### config.mk
export PLATFORM = sky130hd
export DESIGN_NAME = store_narrow
export DESIGN_NICKNAME = d
export VERILOG_FILES = /design/src/rtl/store_narrow_pkg.sv /design/src/rtl/store_narrow_byte_merge.sv /design/src/rtl/store_narrow.sv
export SDC_FILE = /design/constraint.sdc
export NUM_CORES = 1
export LEC_CHECK = 0
export CAP_MARGIN = 25
export CORE_UTILIZATION = 45
export DETAILED_ROUTE_END_ITERATION = 12
export PLACE_DENSITY = 0.79
export SYNTH_ARGS = -nofsm -noshare
export SYNTH_HDL_FRONTEND = slang
export SYNTH_SLANG_ARGS = --single-unit
### constraint.sdc
create_clock -name clk_i -period 3.25 [get_ports clk_i]
set_input_delay 0.325 -clock clk_i [delete_from_list [all_inputs] [get_ports clk_i]]
set_output_delay 0.325 -clock clk_i [all_outputs]
set_load 0.01 [all_outputs]
### src/rtl/store_narrow_pkg.sv
// Shared encodings for the narrow-store engine: store sizes, FSM states and
// the alignment rule used to reject a request before any memory access.
package store_narrow_pkg;

   typedef enum logic [1:0] {
      SZ_BYTE = 2'b00,
      SZ_HALF = 2'b01,
      SZ_WORD = 2'b10,
      SZ_RSVD = 2'b11
   } size_e;

   typedef enum logic [2:0] {
      ST_IDLE,
      ST_READ,
      ST_WRITE,
      ST_DONE,
      ST_ERR
   } state_e;

   // Reserved size, odd half address or non-word-aligned word is refused.
   function automatic logic is_bad_req(input logic [1:0] size, input logic [1:0] off);
      logic bad;
      bad = 1'b0;
      case (size)
         SZ_HALF: bad = off[0];
         SZ_WORD: bad = (off != 2'b00);
         SZ_RSVD: bad = 1'b1;
         default: bad = 1'b0;
      endcase
      return bad;
   endfunction

endpackage

### src/rtl/store_narrow_byte_merge.sv
// Little-endian lane replacement: overlays the low byte/half/word of the store
// data onto the old memory word at the lanes selected by the address offset.
module byte_merge
   import store_narrow_pkg::*;
(
   input  logic [31:0] old_i,
   input  logic [31:0] data_i,
   input  logic [1:0]  size_i,
   input  logic [1:0]  off_i,
   output logic [31:0] merged_o
);

   always_comb begin
      merged_o = old_i;
      case (size_i)
         SZ_BYTE: merged_o[{off_i, 3'b000} +: 8] = data_i[7:0];
         SZ_HALF: begin
            if (off_i[1]) merged_o[31:16] = data_i[15:0];
            else          merged_o[15:0]  = data_i[15:0];
         end
         SZ_WORD: merged_o = data_i;
         default: merged_o = old_i;
      endcase
   end

endmodule

### src/rtl/store_narrow.sv
// Read-modify-write engine for byte/half/word stores to a word-wide memory.
// Define STORE_NARROW_WORD_BYPASS_EN to let aligned word stores skip the read.
module store_narrow
   import store_narrow_pkg::*;
#(
   parameter int ADDR_W = 32
) (
   input  logic              clk_i,
   input  logic              rst_i,
   input  logic              req_i,
   input  logic [1:0]        size_i,
   input  logic [ADDR_W-1:0] addr_i,
   input  logic [31:0]       data_i,
   output logic              busy_o,
   output logic              done_o,
   output logic              err_o,
   output logic [ADDR_W-1:0] mem_addr_o,
   output logic              mem_rd_o,
   output logic              mem_wr_o,
   output logic [31:0]       mem_wdata_o,
   input  logic [31:0]       mem_rdata_i,
   input  logic              mem_ack_i
);

   state_e            r_state;
   state_e            w_next;
   logic [1:0]        r_size;
   logic [ADDR_W-1:0] r_addr;
   logic [31:0]       r_data;
   logic [31:0]       r_rdata;
   logic [31:0]       w_merged;

   always_ff @(posedge clk_i or posedge rst_i) begin
      if (rst_i) begin
         r_state <= ST_IDLE;
         r_size  <= 2'b00;
         r_addr  <= '0;
         r_data  <= '0;
         r_rdata <= '0;
      end else begin
         r_state <= w_next;
         if (r_state == ST_IDLE && req_i) begin
            r_size <= size_i;
            r_addr <= addr_i;
            r_data <= data_i;
         end
         if (r_state == ST_READ && mem_ack_i) r_rdata <= mem_rdata_i;
      end
   end

   always_comb begin
      w_next = r_state;
      case (r_state)
         ST_IDLE: begin
            if (req_i) begin
               if (is_bad_req(size_i, addr_i[1:0])) begin
                  w_next = ST_ERR;
               end else if (size_i == SZ_WORD) begin
`ifdef STORE_NARROW_WORD_BYPASS_EN
                  w_next = ST_WRITE;
`else
                  w_next = ST_READ;
`endif
               end else begin
                  w_next = ST_READ;
               end
            end
         end
         ST_READ:  if (mem_ack_i) w_next = ST_WRITE;
         ST_WRITE: if (mem_ack_i) w_next = ST_DONE;
         ST_DONE:  w_next = ST_IDLE;
         ST_ERR:   w_next = ST_IDLE;
         default:  w_next = ST_IDLE;
      endcase
   end

   // A bypassed word store merges over a stale r_rdata, but a word replaces every lane.
   byte_merge u_merge (
      .old_i    (r_rdata),
      .data_i   (r_data),
      .size_i   (r_size),
      .off_i    (r_addr[1:0]),
      .merged_o (w_merged)
   );

   assign busy_o      = (r_state != ST_IDLE);
   assign done_o      = (r_state == ST_DONE);
   assign err_o       = (r_state == ST_ERR);
   assign mem_rd_o    = (r_state == ST_READ);
   assign mem_wr_o    = (r_state == ST_WRITE);
   assign mem_addr_o  = {r_addr[ADDR_W-1:2], 2'b00};
   assign mem_wdata_o = (r_state == ST_WRITE) ? w_merged : 32'h0;

endmodule

==> results_dict.tcl, run 1 <==
set metrics [dict create \
    cts_root_buffer "clkbuf_16" \
    syn_avg_cell_area_um2 12.33 \
    place_ws_ns 0.3488 \
    max_freq_mhz 322.0 \
    final_common_cell "clkdlybuf4s50_1" \
    critical_path.top_delay_family "simple AND/OR/NAND/NOR gates" \
    clock_sinks 101 \
    cp.required_ns 2.92 \
    synth_warnings 0 \
    drt-total-wl_um 13810 \
    grt_max_degree 102 \
    io_buffers 168 \
    dieWidth_um 109.9 \
    worst_setup_path_end_kind "output port" \
    ys_ff_latch 101 \
    power_w 0.007001 \
    firstDrtPassIters 7 \
    viasPerCell 5.574 \
    cts_buffer_depth 2 \
    n_antenna_cell 0 \
    syn_inst 425 \
    crit_type "flip-flop to output port" \
    drc 0 \
    worst_pin_slew_ns 0.6951 \
    fillers 925 \
    hp-class "primary input to async pin" \
    ir_drop_mv 0.8097 \
    dp_hpwl_um 9796 \
    grt_antenna_before_repair 0 \
    grt-ovfl-total 0 \
    vias 3941 \
    power.internal_w 0.004429 \
    critPathMaxStageDelay_ns 0.57 \
    start_kind "flip-flop" \
    fin_crit_ns 3.105 \
    grt_pass1_vias 4233 \
    dp.cells 691 \
    grt_setup_unrepaired "no" \
    grt_usage 0.2433 \
    drive_gt1_frac 0.2571 \
    grt_pass1_wl_um 21570 \
    fin_skew_ns 0.006963 \
    p_switching_w 0.002572 \
    clock_latency_ns 0.36 \
    drt_iter0_drc 271 \
    max_slew_margin 0.5326 \
    cp_num_buf_inv 2 \
    cts_tree "built" \
    cp_max_fo 8 \
    power_per_cell_area_nw_per_um2 977.2 \
    fin_nets 666 \
    cp_cell_sequence "inv_1 > ha_1 > nor4b_4 > and3_1 > a222oi_1 > nor2_1 > clkdlybuf4s50_1" \
    outcome "finished clean" \
    timing.final.ws_setup_ns 0.1446 \
    ant_nets 0 \
    setup-violations-final 0 \
    finalSetupTns_ns 0 \
    syn_area_um2 5240 \
    synthDistinctLibCells 46 \
    h-tree-depth 3 \
    fin_hold_ws_ns 0.4314 \
    pwr-share-clk 0.153 \
    critPathSlowestCell "clkdlybuf4s50_1" \
    hold_viol 0 \
    final_cell_mix "clkdlybuf4s50_1 (161), mux2_2 (104), dfrtp_1 (100)" \
    initial_core_util 0.4609 \
    core_um2 11370 \
    seqPwrFrac 0.352 \
    gp_congestion 0.8381 \
    maxCapViolCount 0 \
    cp_data_arrival_time_ns 2.78 \
    fp.dieH_um 109.9 \
    p_comb_frac 0.495 \
    static-leakage-power_nw 3.000 \
    final_max_slew_viol_count 0 \
    fp.dieArea_um2 12080 \
    cts_hold_buf 0 \
    fin_crit_sh 0.9555 \
    rows 39 \
    final_cell_count_no_fill 707 \
    io_pins 171 \
    power.share.switching 0.3674 \
    clkTransAtPathRegs_ns 0.07 \
    routedWlPerCell_um 19.53 \
    numCtsBuffers 9 \
    ys_seq_area_frac 0.4823 \
    syn_to_final_growth_pct 36.72 \
]
-- layout make-up --
type	instances	area (um2)	share of cell area
Sequential cell	101	2529	0.3530
Multi-Input combinational cell	260	2321	0.3240
Timing Repair Buffer	180	1812	0.2529
Clock buffer	10	239.0	0.03336
Tap cell	143	178.9	0.02497
Clock inverter	6	53.80	0.007510
Inverter	7	31.28	0.004366
-- state kept, by name, summed over array words and instances, names as in the netlist --
signal	cells
r_addr	32
r_state	3
r_data	32
r_rdata	32
r_size	2
-- cell families after synthesis --
kind of cell / share of synthesized area
AOI/OAI and AO/OA: 0.1161
adders and majority gates: 0.01194
buffers and inverters: 0.07855
DFF: 0.4823
muxes: 0.2433
other: 0.0007156
and+or+nand+nor: 0.06710
-- Yosys cell counts, drive strengths merged --
cell type  count  area share
nor2b          1      0.0012
and2           1      0.0012
nor3           3      0.0038
a21o           7       0.010
a32o           8       0.015
clkbuf         7      0.0053
buf           51       0.068
ha             5       0.012
mux2i          7       0.013
o311a          1      0.0041
a221o          7       0.013
inv            7      0.0055
a211oi         8       0.011
conb           1     0.00072
and2b          1      0.0014
a21oi         10       0.012
nand2b         7      0.0084
nand3         16       0.015
nor2          11      0.0079
a22oi          2      0.0029
a222oi         8       0.015
o31ai          1      0.0014
and3           1      0.0012
nand4          1      0.0012
nand2         12      0.0086
mux2         107        0.23
o21ai         12       0.012
dfrtp        101        0.48
nor4b          1      0.0045
a22o           9       0.015
nor4bb         1      0.0019
o21a           1      0.0014
o22ai          1      0.0012
nor3b          4      0.0057
or3            4      0.0048
-- worst min-delay path: cells and delay by family --
family	cells	cell delay, ns
buf+inv	3	0.92
-- layer usage --
layer	track usage	share of wire
met2	0.3875	0.48
met5	0	0
met4	0.1095	0.027
met3	0.09840	0.10
met1	0.2876	0.39
-- power groups by stage --
stage	Clock [W]	Sequential [W]	Combinational [W]
floorplan	0	0.00224	0.00251
global placement	0	0.00245	0.00336
detailed placement	0	0.00249	0.00346
CTS	0.00110	0.00247	0.00348
global route	0.00114	0.00256	0.00375
finish	0.00107	0.00247	0.00346
-- what timing repair did --
action,4_1_cts,5_1_grt
resized for setup,1,9
buffers inserted,0,0
setup endpoints to repair,1,7
-- per-stage QoR --
stage	utilization	area [um2]
after floorplan	-	5244
after global placement	0.6015	6839
after detailed placement	0.6020	6844
after CTS	0.6278	7138
after global routing	0.6301	7164
final	0.6301	7164
-- final timing paths --
check / startpoint / to / slack, ns / depth (start not counted)
max: r_addr[0] / mem_wdata_o[14] / 0.14 / 7
min: rst_i / r_addr[12] / 0.43 / 3
max reg2reg: r_state[1] / r_data[25] / 1.01 / 4
min reg2reg: r_addr[16] / r_addr[16] / 0.51 / 1
max in group asynchronous: rst_i / r_addr[0] / 2.39 / 3
min in group clk_i: r_addr[16] / r_addr[16] / 0.51 / 1
Note: power is estimated with default switching activity, not from simulation.
==> run 2: changes to the inputs <==
--- a/config.mk
+++ b/config.mk
@@ -9,6 +9,7 @@
 export CORE_UTILIZATION = 45
 export DETAILED_ROUTE_END_ITERATION = 12
 export PLACE_DENSITY = 0.79
+export SLEW_MARGIN = 20
 export SYNTH_ARGS = -nofsm -noshare
 export SYNTH_HDL_FRONTEND = slang
 export SYNTH_SLANG_ARGS = --single-unit
==> results of run 2 <==
Same layout as run 1: the final DEF is identical, and so are final timing and power.
==> run 3: changes to the inputs <==
--- a/config.mk
+++ b/config.mk
@@ -5,6 +5,7 @@
 export SDC_FILE = /design/constraint.sdc
 export NUM_CORES = 1
 export LEC_CHECK = 0
+export ABC_CLOCK_PERIOD_IN_PS = 3250
 export CAP_MARGIN = 25
 export CORE_UTILIZATION = 45
 export DETAILED_ROUTE_END_ITERATION = 12
==> results of run 3 <==
Same layout as run 1: the final DEF is identical, and so are final timing and power.
